<file path="config.mk">
export PLATFORM = sky130hd
export DESIGN_NAME = pipe_rr_sched
export DESIGN_NICKNAME = d
export VERILOG_FILES = /design/src/rtl/pipe_rr_sched.sv
export SDC_FILE = /design/constraint.sdc
export NUM_CORES = 1
export LEC_CHECK = 0
export ABC_AREA = 1
export CAP_MARGIN = 0
export CORE_MARGIN = 2
export CORE_UTILIZATION = 25
export DETAILED_ROUTE_END_ITERATION = 10
export PLACE_DENSITY = 0.43
export RECOVER_POWER = 25
export SLEW_MARGIN = 0
export SYNTH_ARGS = -nofsm -noshare
export SYNTH_HDL_FRONTEND = slang
export SYNTH_SLANG_ARGS = --single-unit
export TNS_END_PERCENT = 1
</file>
<file path="constraint.sdc">
create_clock -name clk -period 4.06 [get_ports clk]
set_input_delay 0.812 -clock clk [delete_from_list [all_inputs] [get_ports clk]]
set_output_delay 0.812 -clock clk [all_outputs]
set_load 0.02 [all_outputs]
</file>
<file path="src/rtl/pipe_rr_sched.sv">
// Two-requester round-robin front end for a DEPTH-stage register pipeline.
// Each stage carries valid, data and source id. Backpressure stalls every stage together.
module pipe_rr_sched #(
  parameter int unsigned DW    = 8,
  parameter int unsigned DEPTH = 3
) (
  input  logic          clk,
  input  logic          rst,
  input  logic          flush,
  input  logic          req0_valid,
  input  logic [DW-1:0] req0_data,
  output logic          req0_ready,
  input  logic          req1_valid,
  input  logic [DW-1:0] req1_data,
  output logic          req1_ready,
  output logic          out_valid,
  output logic [DW-1:0] out_data,
  output logic          out_src,
  input  logic          out_ready,
  output logic          busy
);

  typedef struct packed {
    logic          vld;
    logic          src;
    logic [DW-1:0] dat;
  } stage_t;

  stage_t        stg [DEPTH];
  logic          last;
  logic          adv;
  logic          grant_vld;
  logic          grant_id;
  logic [DW-1:0] grant_dat;
  logic          accept;

  // A full last stage that downstream refuses freezes the whole chain.
  assign adv = !stg[DEPTH-1].vld || out_ready;

  // Round-robin grant: a lone requester always wins; on a tie the one not served last wins.
  always_comb begin
    grant_vld = req0_valid || req1_valid;
    grant_id  = 1'b0;
    if (req0_valid && req1_valid) begin
      grant_id = !last;
    end else if (req1_valid) begin
      grant_id = 1'b1;
    end
    grant_dat = grant_id ? req1_data : req0_data;
  end

  assign accept     = adv && grant_vld && !flush && !rst;
  assign req0_ready = accept && !grant_id;
  assign req1_ready = accept && grant_id;

  always_ff @(posedge clk) begin
    if (rst) begin
      for (int i = 0; i < DEPTH; i++) begin
        stg[i] <= '0;
      end
      last <= 1'b1;
    end else if (flush) begin
      for (int i = 0; i < DEPTH; i++) begin
        stg[i].vld <= 1'b0;
      end
    end else if (adv) begin
      for (int i = 1; i < DEPTH; i++) begin
        stg[i] <= stg[i-1];
      end
      stg[0].vld <= grant_vld;
      // On a bubble the stage-0 payload keeps its old, defined value.
      if (grant_vld) begin
        stg[0].dat <= grant_dat;
        stg[0].src <= grant_id;
        last       <= grant_id;
      end
    end
  end

  assign out_valid = stg[DEPTH-1].vld;
  assign out_data  = stg[DEPTH-1].dat;
  assign out_src   = stg[DEPTH-1].src;

  always_comb begin
    busy = 1'b0;
    for (int i = 0; i < DEPTH; i++) begin
      busy = busy | stg[i].vld;
    end
  end

endmodule

</file>
==> results of run 1 <==
-- worst max path at each step --
stage | endpoint | slack, ps | cells past startpoint
floorplan | req1_ready | 1790 | 5
global placement | req0_ready | 790 | 6
detailed placement | req0_ready | 760 | 6
CTS | req0_ready | 740 | 6
global route | req1_ready | 360 | 5
finish | req1_ready | 520 | 5
-- flip-flops by register name, indices dropped and copies added (netlist names) --
signal and count:
stg 30, last 1
-- cell families (layout without fill, tap and decap cells) --
logic type,count (synthesis),after routing,share of synthesized area [%]
flip-flops,31,31,64.8
AND/OR/NAND/NOR,55,55,15.9
buffers and inverters,39,69,14.5
AO/OA/AOI/OAI,9,9,4.75
-- area by class of cell --
type	count	area, um2	area share, %
clock buffers	6	72.6	3.99
clock inverters	2	7.51	0.413
inverters	27	101	5.57
multi-input cells	64	287	15.7
flip-flops and latches	31	921	50.6
well taps	72	90.1	4.95
repair buffers	34	340	18.7
-- metal layers --
metal	track usage (%)	vias to the layer above	wire length, um
met2	11.4	35	884
met1	8.57	351	977
met4	5.17	0	59
li1	-	467	-
met3	4.30	8	178
met5	0	-	0
-- power by group through the flow --
stage | clock network (mW) | registers (mW) | logic [mW]
after floorplan | 0 | 0.391 | 0.0599
after global placement | 0 | 0.390 | 0.0942
after detailed placement | 0 | 0.391 | 0.0952
after CTS | 0.230 | 0.385 | 0.0957
after global routing | 0.245 | 0.387 | 0.104
final | 0.220 | 0.384 | 0.0929
-- critical path: stages --
cell	delay (ps)
dlygate4sd3_1	570
nor2_1	280
nand2_4	280
nor2_1	160
clkdlybuf4s50_1	620
-- cells in the final DEF (no fill, tap or decap), drive strengths merged --
cell type      Yosys  layout
dfxtp              1       1
clkdlybuf4s50      0      33
clkbuf             0       6
a21oi              9       9
nand2             26      26
inv               27      27
dlygate4sd3        0       1
nor2              25      25
nand3              4       4
clkinv             0       2
edfxtp            30      30
-- metrics by stage --
| stage | cells | worst slack (ps) | power (mW) |
|---|---|---|---|
| 2_1_floorplan | 134 | 1790 | 0.451 |
| 3_3_place_gp | 228 | 786 | 0.485 |
| 3_5_place_dp | 228 | 757 | 0.487 |
| 4_1_cts | 236 | 744 | 0.711 |
| 5_1_grt | 236 | 364 | 0.735 |
| 6_report | 236 | 525 | 0.697 |
==> out/results.tsv, run 1 <==
stage	metric	value	unit
timing	hold slack	490	ps
finish	Post-Layout Inst Area	1820	um2
timing	Slew headroom	50.1	%
yosys	syn_area_per_cell	10.6	um2
finish	NumNets Final	185	
timing	RSZ-0062 raised after global routing	false	
timing	Final Hold Fails	0	
min_path	hold wc startpoint	last$_SDFFE_PP1P_	
min_path	Worst Hold Depth	2	
flow_run	Max Cap Violations	0	
global_route	vias in the first global route	820	
clocking	Hold-fix buffers, CTS	0	
yosys	Yosys reg bits	31	
run_status	status	finished clean	
global_route	total grt overflow	0	
timing	setup tns final	0	ps
timing	period utilization	87.1	%
clocking	worst skew pair latency	280	ps
worst_setup_path	crit-path max FO	32	
worst_setup_path	CP startpoint	flush	
yosys	cell with the most instances after synthesis	edfxtp_1	
worst_setup_path	CP Capture Type	output port	
yosys	Ys Warns	0	
finish	antenna cells	0	
worst_setup_path	Setup Crit Path Kind	in2out	
yosys	sequential fraction of the synthesis area	64.8	%
route	DRC	0	
place	Port Buffers	34	
power	Comb power frac	13.3	%
place	placed cell areas	1750	um2
worst_setup_path	R2R Setup Slk	2170	ps
die	# IOs	35	
route	via count	861	
finish	Fill cells	566	
timing	Fin Clk Skew	4.82	ps
global_route	gr usage total	7.77	%
finish	share of cells above drive strength 1	7.93	%
clocking	Max Root-Sink Buffers	2	
global_route	largest net degree at the start of global routing	33	
timing	final setup fails	0	
die	die area	6300	um2
clocking	PostCTS Resize Cnt	0	
clocking	Post-CTS Setup Inserts	0	
yosys	synth unique cells	13	
route	Iteration-0 DRC Markers	37	
worst_setup_path	Crit path required time	3250	ps
worst_setup_path	Worst R2R End	stg[0][17]$_SDFFCE_PN0P_	
min_path	Hold Path End	last$_SDFFE_PP1P_	
power	register share of total power	55.1	%
yosys	Post-synth ARST share	0	%
power	clock network power share	31.5	%
clocking	CTS tree	built	
yosys	ys flop type	edfxtp_1	
yosys	dominant cells by area after synthesis	edfxtp_1, inv_1, nand2_1, nor2_1, buf_4	
clocking	clock sinks	31	
yosys	area of the mapped netlist	1420	um2
power	P_leak	0.728	nW
worst_setup_path	reg-to-reg startpoint	stg[0][29]$_SDFFCE_PN0P_	
timing	Max Clk Rate	0.283	GHz
route	Avg Vias per Cell	3.65	
clocking	H-tree depth	2	
route	Routed WL per cell	8.89	um
power	Power Internal	538	uW
die	Die Span Y	79.4	um
route	routed wire length	2100	um
power	Power Density	383	nW/um2
worst_setup_path	critical path arrival	2720	ps
finish	post-route core utilization	33.0	%
timing	Max Slew Vio Count	0	
route	1st-pass router iterations	4	
finish	area grow syn2layout	28.0	%
route	Final ANT Viol Nets	0	
power	switching share of total power	22.9	%
global_route	initial antenna violation count	0	
power	Sw Pwr	159	uW
worst_setup_path	crit start category	input port	
yosys	cell count after synthesis	134	
die	Initial Util	25.8	%
yosys	Post-synth EDFFs	30	
die	Die W	79.4	um
yosys	area leader, netlist	edfxtp_1	
min_path	Hold WC Path Type	reg2reg	
clocking	root buf cell	clkbuf_8	
clocking	CTS buffer count	5	
yosys	Commonest cells post-synth	edfxtp_1, inv_1, nand2_1, nor2_1, buf_4	
global_route	first-pass GRT wire length	3570	um
place	HPWL after DPL	1510	um
timing	Period minus WS final	3540	ps
clocking	Reg clk slew, reported paths	60	ps
yosys	syn_nets	156	
place	gpl congestion	0.716	
timing	Slew @ Worst Pin	746	ps
die	core area	5510	um2
yosys	top cell type's share of synthesized area	63.4	%
die	# rows	27	
worst_setup_path	worst r2r path cells	3	
power	Worst VDD drop	0.0000986	V
No activity file was read; power rests on OpenSTA's default activity.
==> run 2, diff against run 1 <==
- GPL_TIMING_DRIVEN: not set -> 0
- REMOVE_ABC_BUFFERS: not set -> 1
==> run 2 against run 1 <==
  * Die area is the same
  * Flip-flop and latch count unchanged
  * Global-route usage increased by 0.71 points
  * Hold slack improved by 2.0 ps
  * Cell count unchanged
  * Combinational power is 2.3% higher
  * Critical path type unchanged
  * Critical endpoint unchanged
==> out/results.tsv, run 2 (synthesized netlist as in run 1, its figures left out) <==
stage	metric	value	unit	change
finish	most frequent cells in the layout	clkdlybuf4s50_1, edfxtp_1, inv_1, nand2_1, nor2_1		
clocking	CTS tree	built		
timing	Fin Clk Skew	5.90	ps	+1.09 ps
timing	Period minus WS final	3570	ps	+30.6 ps
timing	setup tns final	0	ps	unchanged
place	gpl congestion	0.802		+12%
die	die area	6300	um2	unchanged
worst_setup_path	R2R Setup Slk	2150	ps	-20 ps
worst_setup_path	Max stage delay on crit path	620	ps	about the same
finish	area grow syn2layout	28.0	%	unchanged
clocking	PostCTS Resize Cnt	0		unchanged
clocking	Max Root-Sink Buffers	2		unchanged
power	Worst VDD drop	0.000107	V	+8.1%
finish	max FFs per register	30		unchanged
global_route	vias in the first global route	823		+0.37%
route	Final ANT Viol Nets	0		unchanged
timing	Final Hold Fails	0		unchanged
timing	Max Slew Vio Count	0		unchanged
die	Die W	79.4	um	unchanged
die	Die Span Y	79.4	um	unchanged
worst_setup_path	CP max-delay cell	clkdlybuf4s50_1		
timing	RSZ-0062 raised after global routing	false		
clocking	root buf cell	clkbuf_8		
timing	Slew @ Worst Pin	772	ps	+25.3 ps
finish	Fill cells	566		unchanged
power	Design Power	703	uW	+0.82%
place	Port Buffers	34		unchanged
run_status	status	finished clean		
clocking	Post-CTS Setup Inserts	0		unchanged
worst_setup_path	most numerous cell on the critical path	nor2_1		
global_route	gr usage total	8.48	%	+0.71 points
worst_setup_path	critical path arrival	2750	ps	+30 ps
clocking	clock sinks	31		unchanged
die	# rows	27		unchanged
timing	Slew headroom	48.4	%	-1.7 points
power	Power Density	386	nW/um2	+0.82%
route	routed wire length	2400	um	+14%
finish	NumNets Final	185		unchanged
finish	largest registers	stg x30, last x1		
min_path	Worst Hold Depth	2		unchanged
die	# IOs	35		unchanged
finish	antenna cells	0		unchanged
global_route	total grt overflow	0		unchanged
global_route	first-pass GRT wire length	3820	um	+7.0%
route	via count	890		+3.4%
worst_setup_path	worst r2r path cells	3		unchanged
place	HPWL after DPL	1600	um	+5.8%
finish	Largest Register	stg		
worst_setup_path	crit start category	input port		
timing	Max Clk Rate	0.280	GHz	-0.86%
finish	storage element area	921	um2	unchanged
route	Routed WL per cell	10.2	um	+14%
global_route	largest net degree at the start of global routing	33		unchanged
worst_setup_path	Worst R2R End	stg[0][17]$_SDFFCE_PN0P_		
route	Iteration-0 DRC Markers	43		+16%
worst_setup_path	crit-path max FO	32		unchanged
clocking	Reg clk slew, reported paths	60	ps	about the same
power	P_leak	0.728	nW	-0.11%
min_path	Hold WC Path Type	reg2reg		
die	Initial Util	25.8	%	unchanged
worst_setup_path	crit-path cells	dlygate4sd3_1, nor2_1, nand2_4, nor2_1, clkdlybuf4s50_1		
worst_setup_path	reg-to-reg startpoint	stg[0][29]$_SDFFCE_PN0P_		
flow_run	Max Cap Violations	0		unchanged
finish	Multi-input gate area	287	um2	unchanged
finish	share of cells above drive strength 1	7.93	%	unchanged
worst_setup_path	Crit path required time	3250	ps	about the same
min_path	Hold Path End	last$_SDFFE_PP1P_		
timing	final setup fails	0		unchanged
clocking	H-tree depth	2		unchanged
timing	period utilization	87.8	%	+0.75 points
route	DRC	0		unchanged
finish	Post-Layout Inst Area	1820	um2	unchanged
clocking	worst skew pair latency	280	ps	about the same
clocking	Hold-fix buffers, CTS	0		unchanged
min_path	hold wc startpoint	last$_SDFFE_PP1P_		
place	placed cell areas	1750	um2	unchanged
global_route	initial antenna violation count	0		unchanged
die	core area	5510	um2	unchanged
route	1st-pass router iterations	4		unchanged
finish	most common cell after layout, fill and taps aside	clkdlybuf4s50_1		
finish	post-route core utilization	33.0	%	unchanged
route	Avg Vias per Cell	3.77		+3.4%
worst_setup_path	Setup Crit Path Kind	in2out		
worst_setup_path	CP Capture Type	output port		
clocking	CTS buffer count	5		unchanged
==> run 2: cell types whose count changed in the layout (fill, tap and decap cells not counted), sizes merged <==
cell,change
clkbuf,+2
clkinv,-2
==> run 2: final cells by class <==
| type | count | share of cell area [%] |
|---|---|---|
| repair buffers | 34 | 18.7 |
| flip-flops and latches | 31 | 50.6 |
| multi-input cells | 64 | 15.7 |
| inverters | 27 | 5.57 |
| clock buffers | 8 | 4.40 |
| well taps | 72 | 4.95 |
==> run 2: per-stage QoR <==
step | instances | setup WS [ps] | hold WS, ps
6_report | 236 | 494 | 492
3_3_place_gp | 228 | 614 | 461
2_1_floorplan | 122 | 1750 | 442
4_1_cts | 236 | 601 | 486
5_1_grt | 236 | 350 | 530
3_5_place_dp | 228 | 617 | 470
==> run 2: where the power goes <==
group          internal [mW]  total (mW)  switching (mW)
combinational         0.0434      0.0950          0.0516
clock                  0.121       0.224           0.102
sequential             0.378       0.384         0.00639
==> run 2: worst max-delay path, delay by kind of cell <==
family                 cells  cell delay, ps
buffers and inverters      2            1200
and+or+nand+nor            3             750
==> run 2: layer usage <==
metal  vias up  share of wire (%)  wire length [um]  global-route usage [%]
met5         -                  0                 0                       0
met4         0                2.5                61                    4.66
met2        32                 45              1090                    12.3
met1       386                 44              1060                    9.97
li1        466                  -                 -                       -
met3         6                7.6               183                    4.64
==> run 2: worst max-delay path by stage <==
stage	slack, ps	cells after the start	to	start
after global routing	350	5	req1_ready	flush
after floorplan	1750	4	req0_ready	req0_valid
final	490	5	req1_ready	flush
after CTS	600	6	req0_ready	req0_valid
after detailed placement	620	6	req0_ready	req0_valid
after global placement	610	6	req0_ready	req0_valid
==> run 3, diff against run 2 <==
- CTS_CLUSTER_SIZE: not set -> 16
==> results of run 3 <==
The final DEF is identical to that of run 2; final timing and power are the same.
